--- src/rtl/ahb2apb_bridge.sv ---
// AHB-Lite slave to APB master bridge, single clock.
// One transfer at a time; wait states cover the APB SETUP/ENABLE phases.
module ahb2apb_bridge #(
  parameter int SEL_LSB = 12
) (
  input  logic        PCLK,
  input  logic        PRST_N,
  input  logic        HSEL,
  input  logic [1:0]  HTRANS,
  input  logic        HWRITE,
  input  logic [31:0] HADDR,
  input  logic [31:0] HWDATA,
  input  logic        HREADY,
  output logic        HREADYOUT,
  output logic [1:0]  HRESP,
  output logic [31:0] HRDATA,
  output logic [15:0] PSEL,
  output logic        PENABLE,
  output logic        PWRITE,
  output logic [31:0] PADDR,
  output logic [31:0] PWDATA,
  input  logic [31:0] PRDATA
);

  typedef enum logic [2:0] {
    S_IDLE,
    S_WDATA,
    S_SETUP,
    S_ENABLE,
    S_DONE
  } state_t;

  state_t      r_state;
  logic        r_hreadyout;
  logic [31:0] r_hrdata;
  logic [15:0] r_psel;
  logic        r_penable;
  logic        r_pwrite;
  logic [31:0] r_paddr;
  logic [31:0] r_pwdata;
  logic [3:0]  r_idx;

  logic        w_accept;
  logic [3:0]  w_haddr_idx;
  logic [15:0] w_sel_haddr;
  logic [15:0] w_sel_idx;

  assign w_accept    = HSEL & HTRANS[1] & HREADY;
  assign w_haddr_idx = HADDR[SEL_LSB+3:SEL_LSB];
  assign w_sel_haddr = 16'(1) << w_haddr_idx;
  assign w_sel_idx   = 16'(1) << r_idx;

  // Transfer sequencer with all bus outputs registered.
  always_ff @(posedge PCLK or negedge PRST_N) begin
    if (!PRST_N) begin
      r_state     <= S_IDLE;
      r_hreadyout <= 1'b1;
      r_hrdata    <= '0;
      r_psel      <= '0;
      r_penable   <= 1'b0;
      r_pwrite    <= 1'b0;
      r_paddr     <= '0;
      r_pwdata    <= '0;
      r_idx       <= '0;
    end else begin
      unique case (r_state)
        S_IDLE, S_DONE: begin
          r_psel    <= '0;
          r_penable <= 1'b0;
          if (w_accept) begin
            r_paddr     <= HADDR;
            r_pwrite    <= HWRITE;
            r_idx       <= w_haddr_idx;
            r_hreadyout <= 1'b0;
            if (HWRITE) begin
              r_state <= S_WDATA;
            end else begin
              r_state <= S_SETUP;
              r_psel  <= w_sel_haddr;
            end
          end else begin
            r_state     <= S_IDLE;
            r_hreadyout <= 1'b1;
          end
        end
        S_WDATA: begin
          r_pwdata <= HWDATA;
          r_psel   <= w_sel_idx;
          r_state  <= S_SETUP;
        end
        S_SETUP: begin
          r_penable <= 1'b1;
          r_state   <= S_ENABLE;
        end
        S_ENABLE: begin
          if (!r_pwrite) r_hrdata <= PRDATA;
          r_psel      <= '0;
          r_penable   <= 1'b0;
          r_hreadyout <= 1'b1;
          r_state     <= S_DONE;
        end
        default: begin
          r_state     <= S_IDLE;
          r_psel      <= '0;
          r_penable   <= 1'b0;
          r_hreadyout <= 1'b1;
        end
      endcase
    end
  end

  assign HREADYOUT = r_hreadyout;
  assign HRESP     = 2'b00;
  assign HRDATA    = r_hrdata;
  assign PSEL      = r_psel;
  assign PENABLE   = r_penable;
  assign PWRITE    = r_pwrite;
  assign PADDR     = r_paddr;
  assign PWDATA    = r_pwdata;

endmodule
--- config.mk ---
export PLATFORM = sky130hd
export DESIGN_NAME = ahb2apb_bridge
export DESIGN_NICKNAME = d
export VERILOG_FILES = /design/src/rtl/ahb2apb_bridge.sv
export SDC_FILE = /design/constraint.sdc
export NUM_CORES = 1
export LEC_CHECK = 0
export ABC_CLOCK_PERIOD_IN_PS = 3000
export BUFFER_PORTS_ARGS = -buffer_cell sky130_fd_sc_hd__buf_4
export CORE_UTILIZATION = 50
export DETAILED_ROUTE_END_ITERATION = 10
export PLACE_DENSITY = 0.95
export SYNTH_ARGS = -nofsm -noshare
export SYNTH_HDL_FRONTEND = slang
export SYNTH_SLANG_ARGS = --single-unit
--- constraint.sdc ---
create_clock -name PCLK -period 3 [get_ports PCLK]
set_input_delay 0.15 -clock PCLK [delete_from_list [all_inputs] [get_ports PCLK]]
set_output_delay 0.15 -clock PCLK [all_outputs]
set_load 0.02 [all_outputs]
### Word-level counts from Yosys, hierarchy flattened

Cells that the tools add are included.

| storage, ports and cells | value |
|---|---|
| flip-flop bits (word level) | 122 |
| latch bits | 0 |
| RAM bits | 0 |
| bits in read-only memories | 0 |
| input port bits | 103 |
| output and inout bits | 117 |
| logic and storage cells | 32 |
| memories kept | 0 |

| cells by class | value |
|---|---|
| add/sub/neg operators | 0 |
| $mul | 0 |
| div/mod/pow operators | 0 |
| order comparisons | 0 |
| eq/ne operators | 4 |
| shift operators | 2 |
| mux-type cells | 9 |
| bitwise operators | 3 |
| reduce and logical (&&, ||, !) cells | 5 |

Operators with widths:

| cell | number |
|---|---|
| one-hot mux 16 bit (3 select lines) | 1 |
| 2-to-1 mux 16 bit | 2 |
| << shifter 1 x 4 -> 16 bit, first input constant | 2 |
| one-hot mux 3 bit (4 select lines) | 1 |
| == test 3 x 2 -> 1 bit, second input constant | 2 |
| one-hot mux 1 bit (2 select lines) | 2 |
| AND reduction 2 bit | 2 |
| OR reduction 2 bit | 2 |
| == test 3 x 1 -> 1 bit, second input constant | 1 |
| == test 3 bit, second input constant | 1 |
| zero test 3 bit | 1 |
| 2-to-1 mux 3 bit | 1 |
| bitwise AND 1 bit | 2 |
| 2-to-1 mux 2 bit | 1 |
| 2-to-1 mux 1 bit | 1 |
| inverter 1 bit | 1 |

### Logic depth before layout (Yosys ltp)

Gate-level depths: netlist (run 1).

| logic depth | value |
|---|---|
| word-level depth | 4 |
| mapped depth | 6 |
| mapped depth without buffers | 3 |

### Least setup slack after synthesis (run 1)

No wires, ideal clock.

| timing path | value |
|---|---|
| kind | flip-flop to flip-flop |
| start point | register r_state[1] |
| end point | register r_paddr[10] (netlist: PADDR[10]) |
| library setup time | 0.125 ns |
| arrival time | 1.441 ns |
| data required time | 2.875 ns |
| setup slack | 1.434 ns |
| cell stages (with the launch flop) | 6 |
| buffers on the path | 2 |
| clock period less this slack | 1.566 ns |
| path through | dfrtp_1 -> buf_2 -> nand4b_1 -> nor2_4 -> buf_4 -> mux2_2 |

| between the ends | value |
|---|---|
| longest elaborated chain between the ends | 3 |
| elaborated cells between the ends (all ways) | 4 |
| classes of those cells | eq/ne (1); reduce/logical (3) |

RTL lines:

| what | RTL line | source |
|---|---|---|
| start: declaration | 33 | `state_t r_state;` |
| start signal: assignment | 56 | `r_state <= S_IDLE;` |
| start signal: assignment | 76 | `r_state <= S_WDATA;` |
| start signal: assignment | 78 | `r_state <= S_SETUP;` |
| == test 3 bit / zero test 3 bit (equally long branches) | 66 | `unique case (r_state)` |
| OR reduction 2 bit * | 66 |  |
| AND reduction 2 bit (no line) * | n/a |  |
| end signal: assignment | 62 | `r_paddr <= '0;` |
| end signal: assignment | 71 | `r_paddr <= HADDR;` |
| end: declaration | 39 | `logic [31:0] r_paddr;` |

Mark *: on every way between the ends. The rest lies on a longest branch, timed or not.
A chain may end at the register's enable or synchronous reset.

### Worst setup path in the final report (run 1)

| timing path | value |
|---|---|
| start point | register r_state[1] |
| end point | register r_paddr[23] (netlist: PADDR[23]) |

The elaborated chain is that of the path after synthesis.

==> impl_results.md, run 1 <==
* Status: finished clean
* # clock sinks at roughly 120
* Worst hold path class: input port to flop
* Post-Syn Area at 4670 µm²
* Final net count at 786
* Layout area overhead at 70.3%
* VDD IR max at approximately 0.00073 V
* Period minus WS final at 2.08 ns
* CTS clk-pin slew, worst paths at 0.06 ns
* Layout cells sized above 1 at 46.1%
* CP bufs+invs at 1
* Clk_lat worst skew at 0.50 ns
* Sequential cell area at 2950 µm²
* FFs w/ async S/R, synth at 100%
* RSZ-0062 raised after global routing: false
* Post-synth top flop: dfrtp_1
* Number of global-route vias before repair at 4911
* Hold Fails Final Rpt at 0
* Final Util at 89.5%
* IO Pins at 220
* Pwr per Cell Area at 1080 nW/µm²
* CTS tree: done
* Hold Buf Count CTS at 98
* Register area share after synthesis at 63.3%
* Slew margin rel. at between 20% and 30%
* First-pass GRT wire length at 25900 µm
* Root Buffer: clkbuf_8
* DRC at 0
* FF-to-FF Start: r_state[1]
* Die width at 98.6 µm
* Top cell type's share of synthesized area at 62.7%
* Most common cell in the synthesized netlist: dfrtp_1
* Worst-case clock buffer depth at 2
* Core ar. at 8890 µm²
* CP Launch Point: r_state[1]
* Antenna diode count at 0
* Final Max Tran Viols at 0
* Routed wire per std cell at approximately 20 µm
* CP endpoint kind: flop
* Post-Route WL at 16400 µm
* Via/cell ratio at ~5.4
* Endpoints failing setup at 0
* GRT Resource Usage Total at around 36%
* Post-CTS setup repair buffer count at 0
* Largest area contributor in the netlist: dfrtp_1
* Multi-input logic area at 1610 µm²
* Initial antenna violation count at 0
* DP Wirelength at around 8500 µm
* CP delay by family, top: simple AND/OR/NAND/NOR gates
* Routability Congestion at approximately 0.8
* Worst path slowest cell: dfrtp_1
* Yosys reg bits at approximately 120
* Pin count of the biggest net entering global routing at a little over 50
* Maximum clock rate at 481 MHz
* Post-synth EDFFs at 0
* FILL cells at 385
* Most instantiated cells after synthesis: 117 x dfrtp_1, 98 x nand2_1, 60 x mux2_2
* Starting density of the core at 52.5%
* Netlist cell types at 33
* H-tree Lvls at 4
* Max Cap Viol at 0
* Worst-Margin Slew at roughly 1.2 ns
* Die Area at 9730 µm²
* YS warnings at 0
* Crit Path Max Fanout at 22
* Die height at approximately 99 µm
* Worst-path cell chain: nand4b_1 -> nor2_4 -> buf_4 -> mux2_1
* Row count at 34
* Vias at 4302
* Port Buf Inserts at 216
* Worst Skew at about 0.012 ns
* Worst Hold Launch: HTRANS[1]
* CTS resizes at 0
* CP Class: flop to flop
* Total iterations of the first detailed-routing run at 5
* Leak pwr at 3.93 nW
* Crit-path max cell delay at between 0.4 and 0.5 ns
* Synth area leaders: dfrtp_1 63%, mux2_2 14%, nand2_1 7.9%
* DRT antenna net count at 0
* Worst setup margin at 0.920 ns
* DP Worst Slack at around 1 ns
* Arrival time at the worst endpoint at approximately 2.5 ns
* Total CTS buffers at 17
* Synthesized area per cell at 12.8 µm²
* Final Cycle Share at 69.3%
* Cells after synthesis at 365
* Total gr overflow at 0
* Initial drt markers at between 150 and 200
* Fin Setup TNS at 0 ns
* Type of origin of the critical path: flop
* Critical Path RT at 3.37 ns
## layout make-up
class	count	share of cell area, %
clock inverter	8	1.53
tap	108	1.70
clock buffer	22	6.07
timing repair buffer	320	33.3
sequential	118	37.1
multi-input combinational	226	20.3
## through the flow
stage	area [µm²]	hold slack (ns)	power, mW	cells
2_1_floorplan	4670	-0.146	4.62	366
3_3_place_gp	6370	0.194	6.01	674
3_5_place_dp	6370	0.208	6.17	674
4_1_cts	7950	0.0580	8.33	802
5_1_grt	7950	0.0791	8.91	802
6_report	7950	0.0731	8.57	802
## report_power, final
part | total, mW | internal, mW | switching [mW]
Clock | 2.07 | 1.36 | 0.706
Sequential | 2.87 | 2.31 | 0.557
Combinational | 3.64 | 1.62 | 2.01
Total | 8.57 | 5.30 | 3.28
## tightest hold or removal path: stages
cell and delay, ns:
buf_4 0.12, nand4b_1 0.16, o32ai_1 0.10
## flip-flops by register name, summed over array words and instances (netlist names)
| signal | cells |
|---|---|
| HRDATA | 32 |
| PADDR | 32 |
| PWRITE | 1 |
| PWDATA | 32 |
| r_state | 3 |
| PENABLE | 1 |
| HREADYOUT | 1 |
| PSEL | 16 |
## metal layers
layer | GRT usage (%) | up-vias | part of all wire, %
met2 | 65.9 | 223 | 54
met3 | 7.66 | 62 | 5.5
met5 | 0 | - | 0
met4 | 22.6 | 0 | 5.0
met1 | 36.7 | 2125 | 35
li1 | - | 1892 | -
## worst paths after layout
check / end / slack, ns / cells after the start
max in group asynchronous: PADDR[11] / 1.82 / 3
setup / recovery: PADDR[23] / 0.92 / 4
min in group asynchronous: HRDATA[11] / 0.21 / 2
setup reg to reg: PADDR[23] / 0.92 / 4
hold / removal: r_state[1] / 0.07 / 3
hold reg to reg: PWDATA[7] / 0.48 / 2
## cells by family after synthesis
| kind of cell | Yosys count | synth area share [%] |
|---|---|---|
| AO/OA/AOI/OAI | 19 | 3.89 |
| XOR/XNOR | 1 | 0.188 |
| multiplexers | 65 | 15.7 |
| buffers and inverters | 22 | 2.55 |
| other | 1 | 0.0803 |
| AND/OR/NAND/NOR | 139 | 14.4 |
| flip-flops | 118 | 63.3 |
## cells in the final DEF, fill, tap and decap left out
cell / n
clkinv_2: 3
nor3b_4: 3
buf_4: 222
dlygate4sd3_1: 98
nor3_4: 1
clkbuf_8: 6
nor2b_1: 2
o32ai_1: 1
a21o_1: 1
bufinv_16: 3
clkinvlp_4: 1
nor2_1: 4
dfrtp_1: 117
a21oi_1: 1
nor3_2: 1
and2_1: 1
nand2b_1: 3
or4b_1: 1
and3_1: 1
conb_1: 2
nor3_1: 13
mux2_1: 5
nand4b_1: 1
nand2_1: 98
nor4_1: 4
nand4bb_1: 1
or4bb_1: 1
nor2_4: 1
clkinv_4: 1
dfstp_2: 1
a221o_1: 16
clkbuf_16: 16
xnor2_1: 1
nand4b_2: 1
mux2_2: 60
nand3b_1: 1
or3b_1: 1
(Power assumes the default switching activity.)
==> run 2, diff against run 1 <==
ABC_CLOCK_PERIOD_IN_PS = 1900   (was 3000)
CORE_UTILIZATION = 42   (was 50)
PLACE_DENSITY = 0.86   (was 0.95)
clock period = 1.9 ns   (was 3 ns; I/O delays follow)
==> run 2 against run 1 <==
Net effect:
- non-clock buffer count rose by 3
- total power grew 49%
- utilization shrank 16 points
- sequential cell count stayed put
- sequential power is 53% higher
- largest cell class unchanged
- highest routed layer unchanged
==> impl_results.md, run 2 (synthesized netlist as in run 1, its figures left out) <==
* Final net count at 789 (+0.38%)
* Fin Setup TNS at 0 ns (unchanged)
* GRT Resource Usage Total at 25.9% (-9.8 points)
* Routability Congestion at 0.805 (+0.59%)
* CTS resizes at 0 (unchanged)
* Total iterations of the first detailed-routing run at 4 (-1)
* Placed insts at 709 (+5.2%)
* CP endpoint kind: flop
* Leak pwr at 3.90 nW (-0.76%)
* Core ar. at 10800 µm² (+22%)
* CTS clk-pin slew, worst paths at 0.06 ns (about the same)
* Max Cap Viol at 0 (unchanged)
* FILL cells at 662 (+72%)
* Final Cycle Share at 88.3% (+19 points)
* DP Wirelength at 8490 µm (-0.13%)
* Crit Path Max Fanout at 28 (+27%)
* DRC at 0 (unchanged)
* Layout cells sized above 1 at 46.1% (-0.055 points)
* Slew margin rel. at 56.4% (+33 points)
* Final Max Tran Viols at 0 (unchanged)
* Worst Skew at 0.00933 ns (-0.00230 ns)
* Non-Filler Instances at 838 (+4.5%)
* Vias at 4146 (-3.6%)
* H-tree Lvls at 4 (unchanged)
* Maximum clock rate at 596 MHz (+24%)
* Most frequent cells in the layout: 222 x buf_4, 117 x dfrtp_1, 98 x nand2_1, 98 x dlygate4sd3_1, 60 x mux2_2
* Number of global-route vias before repair at 4547 (-7.4%)
* Routed wire per std cell at 17.2 µm (-16%)
* Pin count of the biggest net entering global routing at 119 (+130%)
* Root Buffer: clkbuf_8
* Sequential cell area at 2950 µm² (unchanged)
* Worst hold path class: input port to flop
* Initial antenna violation count at 0 (unchanged)
* Pwr Total at 12.7 mW (+49%)
* Endpoints failing setup at 0 (unchanged)
* Die height at 107 µm (+8.9%)
* DRT antenna net count at 0 (unchanged)
* FF-to-FF path depth at 4 (unchanged)
* Hold Fails Final Rpt at 0 (unchanged)
* CP Class: flop to flop
* Multi-input logic area at 1610 µm² (unchanged)
* RSZ-0062 raised after global routing: false
* Period minus WS final at 1.68 ns (-0.402 ns)
* Pwr per Cell Area at 1600 nW/µm² (+49%)
* Status: finished clean
* Clk_lat worst skew at 0.50 ns (about the same)
* Port Buf Inserts at 216 (unchanged)
* IO Pins at 220 (unchanged)
* Worst-case clock buffer depth at 2 (unchanged)
* Starting density of the core at 43.1% (-9.4 points)
* Total CTS buffers at 17 (unchanged)
* GR Util met3 at 6.66% (-1.0 points)
* M2 GR Usage at 47.7% (-18 points)
* Post-route cell area at 7940 µm² (-0.20%)
* Arrival time at the worst endpoint at 2.06 ns (-0.39 ns)
* Total gr overflow at 0 (unchanged)
* Die Area at 11500 µm² (+19%)
* DP Worst Slack at 0.259 ns (-0.723 ns)
* Initial drt markers at 249 (+41%)
* Hold Buf Count CTS at 98 (unchanged)
* CTS tree: done
* Type of origin of the critical path: flop
* Critical Path RT at 2.28 ns (-1.09 ns)
* Layout area overhead at 70.0%
* Row count at 38 (+12%)
* # clock sinks at 118 (unchanged)
* First-pass GRT wire length at 22400 µm (-13%)
* Via/cell ratio at 4.95 (-7.8%)
* Worst Hold Path Cells at 3 (unchanged)
* Most common cell after layout, fill and taps aside: buf_4
* Post-Route WL at 14400 µm (-12%)
* Worst setup margin at 0.222 ns (-0.698 ns)
* Met1 Usage GRT at 27.1% (-9.7 points)
* Worst-Margin Slew at 0.653 ns (-0.497 ns)
* Placed Area at 6470 µm² (+1.6%)
* Die width at 107 µm (+8.9%)
* Post-CTS setup repair buffer count at 0 (unchanged)
* VDD IR max at 0.000868 V (+18%)
* GR peak layer: met2
## run 2: changes by cell type in the layout (fill, tap and decap cells not counted), moves of 2 or more
cell / delta
buf_12: +3
clkbuf_8: -5
bufinv_16: -3
clkinv_2: +5
clkbuf_1: +2
## run 2: metal layers
| layer | share of wire [%] | vias to the layer above |
|---|---|---|
| met2 | 56 | 170 |
| met3 | 4.8 | 38 |
| met4 | 3.1 | 0 |
| met1 | 36 | 2026 |
| li1 | - | 1912 |
| met5 | 0 | - |
## run 2: worst paths after layout
kind / start / end / slack, ns
worst max-delay path: r_state[1] / PADDR[26] / 0.22
worst min-delay path: HREADY / r_state[1] / 0.03
worst max register to register: r_state[1] / PADDR[26] / 0.22
worst min register to register: PWDATA[13] / PWDATA[13] / 0.48
max in group asynchronous: PRST_N / HRDATA[29] / 1.16
min in group asynchronous: PRST_N / HRDATA[13] / 0.21
## run 2: critical path: stages, from the launching register on
cell and delay (ns):
dfrtp_1 0.48, nand4b_1 0.32, nor2_4 0.17, buf_12 0.20, mux2_2 0.36
## run 2: layout make-up
type / count / area share [%]
clock buffer: 19 / 5.31
timing repair buffer: 323 / 34.1
antenna: 1 / 0.0315
tap: 140 / 2.21
multi-input combinational: 226 / 20.3
clock inverter: 11 / 0.804
sequential: 118 / 37.2
## run 2: metrics by stage
step	hold WS, ns	utilization, %
6_report	0.0345	73.2
5_1_grt	0.000543	73.2
4_1_cts	0.0153	73.2
3_5_place_dp	0.242	59.7
3_3_place_gp	0.223	59.7
2_1_floorplan	-0.201	-
## run 2: power breakdown
part | switching [mW] | internal, mW | total [mW]
sequential | 0.750 | 3.65 | 4.40
combinational | 3.06 | 2.62 | 5.68
clock | 1.10 | 1.56 | 2.67
